==> config.mk <==
export PLATFORM = sky130hd
export DESIGN_NAME = vga_timing_gen
export DESIGN_NICKNAME = d
export VERILOG_FILES = /design/src/rtl/vga_timing_gen.sv
export SDC_FILE = /design/constraint.sdc
export NUM_CORES = 1
export LEC_CHECK = 0
export BUFFER_PORTS_ARGS = -buffer_cell sky130_fd_sc_hd__buf_2
export CORE_ASPECT_RATIO = 1.2
export CORE_MARGIN = 2
export CORE_UTILIZATION = 51
export CTS_CLUSTER_DIAMETER = 100
export DETAILED_ROUTE_END_ITERATION = 8
export PLACE_DENSITY_LB_ADDON = 0.3
export SYNTH_ARGS = -nofsm -noshare
export SYNTH_HDL_FRONTEND = slang
export SYNTH_SLANG_ARGS = --single-unit
export TNS_END_PERCENT = 100
==> constraint.sdc <==
create_clock -name clk -period 2.4 [get_ports clk]
set_input_delay 0.12 -clock clk [delete_from_list [all_inputs] [get_ports clk]]
set_output_delay 0.12 -clock clk [all_outputs]
set_load 0.01 [all_outputs]
==> src/rtl/vga_timing_gen.sv <==
// Parametrised VGA timing and test-pattern generator: pixel-rate divider, h/v counters,
// registered sync/active/coordinate/strobe outputs and a runtime-selectable RGB pattern.
module vga_timing_gen #(
  parameter int unsigned CLK_DIV  = 4,
  parameter int unsigned H_ACTIVE = 640,
  parameter int unsigned H_FP     = 16,
  parameter int unsigned H_SYNC   = 96,
  parameter int unsigned H_BP     = 48,
  parameter int unsigned V_ACTIVE = 480,
  parameter int unsigned V_FP     = 10,
  parameter int unsigned V_SYNC   = 2,
  parameter int unsigned V_BP     = 33,
  parameter bit          HS_POL   = 1'b0,
  parameter bit          VS_POL   = 1'b0,
  parameter int unsigned CNT_W    = 12,
  parameter int unsigned COLOR_W  = 4
) (
  input  logic                   clk,
  input  logic                   rst_n,
  input  logic [1:0]             mode,
  input  logic [3*COLOR_W-1:0]   solid_rgb,
  output logic                   hsync,
  output logic                   vsync,
  output logic                   active,
  output logic [CNT_W-1:0]       x,
  output logic [CNT_W-1:0]       y,
  output logic                   line_start,
  output logic                   frame_start,
  output logic [COLOR_W-1:0]     red,
  output logic [COLOR_W-1:0]     green,
  output logic [COLOR_W-1:0]     blue
);

  localparam int unsigned H_TOTAL = H_ACTIVE + H_FP + H_SYNC + H_BP;
  localparam int unsigned V_TOTAL = V_ACTIVE + V_FP + V_SYNC + V_BP;
  localparam int unsigned BAR_W   = H_ACTIVE / 8;
  localparam int unsigned DIV_W   = (CLK_DIV > 1) ? $clog2(CLK_DIV) : 1;

  logic [DIV_W-1:0]       div_q;
  logic [CNT_W-1:0]       hc_q, vc_q, seg_q;
  logic [2:0]             bar_q;
  logic [1:0]             mode_q, mode_d;
  logic                   hsync_q, vsync_q, active_q, line_start_q, frame_start_q;
  logic [CNT_W-1:0]       x_q, y_q;
  logic [3*COLOR_W-1:0]   rgb_q, rgb_d;
  logic                   pix_tick, hc_last, vc_last, at_origin;
  logic                   h_act, v_act, h_syn, v_syn;

  always_comb begin
    pix_tick  = (div_q == DIV_W'(CLK_DIV - 1));
    hc_last   = (hc_q == CNT_W'(H_TOTAL - 1));
    vc_last   = (vc_q == CNT_W'(V_TOTAL - 1));
    at_origin = (hc_q == '0) && (vc_q == '0);
    h_act     = (hc_q < CNT_W'(H_ACTIVE));
    v_act     = (vc_q < CNT_W'(V_ACTIVE));
    h_syn     = (hc_q >= CNT_W'(H_ACTIVE + H_FP)) && (hc_q < CNT_W'(H_ACTIVE + H_FP + H_SYNC));
    v_syn     = (vc_q >= CNT_W'(V_ACTIVE + V_FP)) && (vc_q < CNT_W'(V_ACTIVE + V_FP + V_SYNC));
    // Pixel (0,0) already uses the newly sampled mode.
    mode_d    = (pix_tick && at_origin) ? mode : mode_q;
  end

  always_comb begin
    rgb_d = '0;
    if (h_act && v_act) begin
      unique case (mode_d)
        2'd1:    rgb_d = solid_rgb;
        2'd2:    rgb_d = {{COLOR_W{bar_q[2]}}, {COLOR_W{bar_q[1]}}, {COLOR_W{bar_q[0]}}};
        2'd3:    rgb_d = (hc_q[5] ^ vc_q[5]) ? '1 : '0;
        default: rgb_d = '0;
      endcase
    end
  end

  always_ff @(posedge clk or negedge rst_n) begin
    if (!rst_n) begin
      div_q         <= '0;
      hc_q          <= '0;
      vc_q          <= '0;
      seg_q         <= '0;
      bar_q         <= '0;
      mode_q        <= '0;
      x_q           <= '0;
      y_q           <= '0;
      rgb_q         <= '0;
      active_q      <= 1'b0;
      line_start_q  <= 1'b0;
      frame_start_q <= 1'b0;
      hsync_q       <= ~HS_POL;
      vsync_q       <= ~VS_POL;
    end else begin
      div_q         <= pix_tick ? '0 : div_q + DIV_W'(1);
      line_start_q  <= pix_tick && (hc_q == '0);
      frame_start_q <= pix_tick && at_origin;
      if (pix_tick) begin
        x_q      <= hc_q;
        y_q      <= vc_q;
        active_q <= h_act && v_act;
        hsync_q  <= h_syn ? HS_POL : ~HS_POL;
        vsync_q  <= v_syn ? VS_POL : ~VS_POL;
        rgb_q    <= rgb_d;
        mode_q   <= mode_d;
        hc_q     <= hc_last ? '0 : hc_q + CNT_W'(1);
        if (hc_last) vc_q <= vc_last ? '0 : vc_q + CNT_W'(1);
        // Bar index tracks hc: bumps after every BAR_W active pixels, cleared for hc=0.
        if (hc_last) begin
          seg_q <= '0;
          bar_q <= '0;
        end else if (h_act) begin
          if (seg_q == CNT_W'(BAR_W - 1)) begin
            seg_q <= '0;
            bar_q <= bar_q + 3'd1;
          end else begin
            seg_q <= seg_q + CNT_W'(1);
          end
        end
      end
    end
  end

  assign hsync       = hsync_q;
  assign vsync       = vsync_q;
  assign active      = active_q;
  assign x           = x_q;
  assign y           = y_q;
  assign line_start  = line_start_q;
  assign frame_start = frame_start_q;
  assign red         = rgb_q[3*COLOR_W-1 -: COLOR_W];
  assign green       = rgb_q[2*COLOR_W-1 -: COLOR_W];
  assign blue        = rgb_q[COLOR_W-1:0];

endmodule
# Word level (Yosys, flattened, before mapping)
# Cells that the tools add are included.
op_classes:
  add_sub_neg: 5
  order_cmp: 6
  eq_ne: 7
  mux: 15
  bitwise: 1
  n_reduce_logical: 13
op_table:
  columns: ["op", "count"]
  rows:
  - ["12-bit 2-to-1 mux", 7]
  - ["12-bit by 1-bit adder with 12-bit output (second input constant)", 3]
  - ["12-bit case mux with 3 select lines", 1]
  - ["12-bit by 10-bit == test with 1-bit output (second input constant)", 2]
  - ["12-bit zero test", 2]
  - ["12-bit by 10-bit less-than comparator with 1-bit output (second input constant)", 2]
  - ["12-bit by 9-bit less-than comparator with 1-bit output (second input constant)", 2]
  - ["12-bit by 7-bit == test with 1-bit output (second input constant)", 1]
  - ["12-bit by 10-bit >= comparator with 1-bit output (second input constant)", 1]
  - ["12-bit by 9-bit >= comparator with 1-bit output (second input constant)", 1]
  - ["3-bit 2-to-1 mux", 3]
  - ["2-bit == test (second input constant)", 3]
  - ["1-bit logical AND", 6]
  - ["2-bit 2-to-1 mux", 2]
  - ["2-bit AND reduction", 2]
  - ["2-bit nonzero test", 2]
  - ["3-bit by 1-bit adder with 3-bit output (second input constant)", 1]
  - ["3-bit AND reduction", 1]
  - ["2-bit by 1-bit adder with 2-bit output (second input constant)", 1]
  - ["2-bit by 1-bit == test with 1-bit output (second input constant)", 1]
  - ["1-bit 2-to-1 mux", 2]
  - ["1-bit bitwise XOR", 1]
word_totals:
  ff_bits: 84
  inputBits: 16
  word_cells: 61

# Logic depth before layout (Yosys ltp)
logic_depth:
  ltp_word: 7
  depth_mapped: 9

# Worst setup path after synthesis
# No wires, ideal clock.
synth_timing:
  path_type: "reg2reg"
  startpoint: "register vc_q[0]"
  endpoint: "register rgb_q[2]"
  setup_ns: 0.126
  arrival_time_ns: 2.155
  slack_ns: 0.119
  path_stages_with_launch: 10
  path_buffers: 2
  synth_period_minus_slack_ns: 2.281
  cell_sequence: "dfrtp_1 inv_1 ha_1 nor4b_2 nand3_1 or4_4 buf_6 mux2i_4 buf_6 a221o_1"
synth_between:
  elab_chain_cells: 7
  elab_cells_between_ends: 11
synth_rtl:
  columns: ["item", "line_no", "rtl"]
  rows:
  - ["from (decl)", "40", "logic [CNT_W-1:0] hc_q, vc_q, seg_q;"]
  - ["from (signal assigned)", "103", "if (hc_last) vc_q <= vc_last ? '0 : vc_q + CNT_W'(1);"]
  - ["12-bit zero test", "53", "at_origin = (hc_q == '0) && (vc_q == '0);"]
  - ["1-bit logical AND", "53", null]
  - ["1-bit logical AND", "59", "mode_d = (pix_tick && at_origin) ? mode : mode_q;"]
  - ["2-bit 2-to-1 mux", "59", null]
  - ["2-bit == test or 2-bit by 1-bit == test with 1-bit output (tied branches)", "65", "unique case (mode_d)"]
  - ["12-bit case mux with 3 select lines", "65", null]
  - ["12-bit 2-to-1 mux *", "64", "if (h_act && v_act) begin"]
  - ["to (signal assigned)", "100", "rgb_q <= rgb_d;"]
  - ["to (decl)", "45", "logic [3*COLOR_W-1:0] rgb_q, rgb_d;"]
# Every way passes the cells marked *; elsewhere a longest branch is shown, timed or not.
# A chain may end at the register's enable or synchronous reset.

# Final worst setup path
layout_timing:
  startpoint: "register vc_q[0]"
  endpoint: "register rgb_q[8]"
# The elaborated chain is that of the path after synthesis.

==> metrics.cfg <==
[final_layout]
layout_common_cells=dfrtp_1, buf_2, mux2_2
multi_input_area_mm2=0.00175
finish.net_count=458
antennaDiodeCount=0
layout_commonest_cell=dfrtp_1
fillers=626
area_growth_pct=21.9
final_util=0.634
drive_above_1_share=0.305
seqCellArea_mm2=0.00210

[global_route]
met2_usage=0.365
busiest_layer=met2
grt_max_degree=52
grt_pass1_wl_mm=14.5
grt.total_usage=0.217
grtUsageMet3=0.0410
grtUsageMet1=0.275
grt_pass1_vias=3056
grt-ovfl-total=0
antenna_found_initial=0

[setup_path]
rr_worst_depth=7
critPathTopFamily=simple AND/OR/NAND/NOR gates
start_kind=flip-flop
crit_buf_inv=1
path_depth=7
slowest_delay_ns=0.55
reg2reg_slack_ns=0.11
required_ns=2.70
crit_slowest_cell=or4_4
criticalPathCategory=reg -> reg
crit_path_max_fanout=7
rr_startpoint=vc_q[0]
crit_arrival_ns=2.60
r2r-end=rgb_q[8]
cp-end-kind=flip-flop
path_cells=inv_1 > ha_1 > nor4b_4 > nand3_1 > or4_4 > mux2i_2 > a221o_1

[die]
rows=35
die_h_um=101
initial_core_util=0.521
die-area_mm2=0.00850
pin_count=57
fp.dieW_um=84.5
core_mm2=0.00762

[power]
p_comb_frac=0.033
swShare=0.217
power_frac_seq=0.538
leakage_nw=2.32
power_switching_mw=0.578
finalPower_mw=2.66
p_clk_frac=0.430
p_int_mw=2.08
max-vdd-ir-drop_uv=381
p_per_area_mw_per_mm2=550

[hold_path]
min_to=mode_q[1]
min_path_type=in -> reg
hp-start=mode[1]
hold_depth=2

[routing]
wl_per_cell_um=16.3
drtAntennaViolNets=0
via_count=3054
drt_first_iter_violations=208
route.detailed.vias_per_inst=5.74
dr.pass1.iters=5
route.detailed.drc=0
drt_wl_total_mm=8.66

[clocking]
cts_tree=yes
root_buffer=clkbuf_8
h-tree-depth=3
cts_setup_buffers=0
clkLatencyLatePin_ns=0.37
ctsLongestPathBuffers=2
cts.sinks=84
clk_pin_slew_ns=0.09
cts_buffers=9

[yosys]
netlist.area_leader.share=0.517
yosys_warnings=0
synth_cells=347
ys.flop_type=dfrtp_1
synthTopCellsByArea=dfrtp_1, mux2_2, a221o_1, o21ai_0, xnor2_1
synth_edf_count=0
synth-seq-area-share=0.531
synthArstFlopShare=1.00
yosysTopAreaCell=dfrtp_1
syn_area_mm2=0.00397
synth_area_per_cell_um2=11.4
synth-seq-cells=84
synth_nets=370
ys_types=52

[timing]
worst-slew-pin-transition_ns=0.652
max_freq_mhz=436
setup_viol=0
period_share=0.956
hold_viol=0
skew_ns=0.0129
fin_crit_ns=2.29
relSlewSlack=0.565
whs_ns=0.0276
maxSlewViolCount=0

[placed_design]
gp_congestion=0.840
io_buffers=56
place_hpwl_mm=5.96

[run_status]
outcome=complete, no violations

[run]
maxCapViolations=0

## worst max-delay path by stage
stage,slack (ns),start,endpoint
floorplan,0.12,vc_q[0],rgb_q[2]
global placement,0.11,vc_q[0],rgb_q[3]
detailed placement,0.02,vc_q[0],rgb_q[7]
CTS,0.02,vc_q[0],rgb_q[7]
global route,-0.02,vc_q[0],rgb_q[4]
finish,0.11,vc_q[0],rgb_q[8]
## final cells by class
cell class	instances	share of cell area
multi-input cells	235	0.361
flip-flops and latches	84	0.435
inverters	11	0.00854
well taps	92	0.0238
clock inverters	5	0.0173
clock buffers	11	0.0293
repair buffers	94	0.124
## worst register-to-register path, delay by kind of cell (launching register included)
kind	cells	cell delay (ns)
buffers and inverters	1	0.12
adder cells (fa/ha/maj)	1	0.16
flip-flops	1	0.41
multiplexers	1	0.42
AO/OA/AOI/OAI	1	0.21
AND/OR/NAND/NOR	3	0.91
## per-layer routing
layer	routed length, um	vias to the layer above
li1	-	1458
met1	3850	1521
met2	4320	65
met3	359	10
met4	128	0
met5	0	-
## flip-flops by register name (all words and copies together), names as in the netlist
register	count
vsync	1
frame_start	1
bar_q	3
x	12
seg_q	12
div_q	2
hc_q	12
active	1
mode_q	2
y	12
line_start	1
hsync	1
vc_q	12
rgb_q	12
## kinds of logic after synthesis
logic type	after synthesis	synth area share
multiplexers	32	0.0924
AND/OR/NAND/NOR	114	0.165
flip-flops	84	0.531
AO/OA/AOI/OAI	62	0.114
adder cells (fa/ha/maj)	7	0.0221
XOR/XNOR	19	0.0420
buffers and inverters	29	0.0347
## through the flow
| step | instance area (um2) | setup slack (ns) | cells | setup TNS (ns) |
|---|---|---|---|---|
| after floorplan | 3970 | 0.119 | 347 | 0 |
| after global placement | 4460 | 0.106 | 502 | 0 |
| after detailed placement | 4460 | 0.0221 | 502 | 0 |
| after CTS | 4810 | 0.0153 | 531 | 0 |
| after global routing | 4830 | -0.0200 | 532 | -0.123 |
| final | 4830 | 0.107 | 532 | 0 |
## power groups by stage
stage | Sequential, mW | Combinational, mW | Clock, mW
2_1_floorplan | 1.46 | 0.0134 | 0
3_3_place_gp | 1.46 | 0.0713 | 0
3_5_place_dp | 1.46 | 0.0719 | 0
4_1_cts | 1.43 | 0.0886 | 1.16
5_1_grt | 1.43 | 0.0986 | 1.22
6_report | 1.43 | 0.0869 | 1.14
## synth_stat cells (5+ instances only)
cell,count
nor3_1,11
a221o_1,12
mux2_2,27
nand3_1,17
xnor2_1,11
inv_1,11
dfrtp_1,82
xor2_1,8
nand4_1,6
nor2_1,17
o21ai_0,20
and3_1,10
clkbuf_1,10
nand2_1,20
ha_1,7
or3_1,6
a21oi_1,5
o2bb2ai_1,7
## what timing repair did
action | 4_1_cts | 5_1_grt
setup endpoints to repair | 0 | 12
hold endpoints to repair | 61 | 0
hold buffers | 13 | 0
resized for setup | 0 | 1
(Power assumes the default switching activity.)
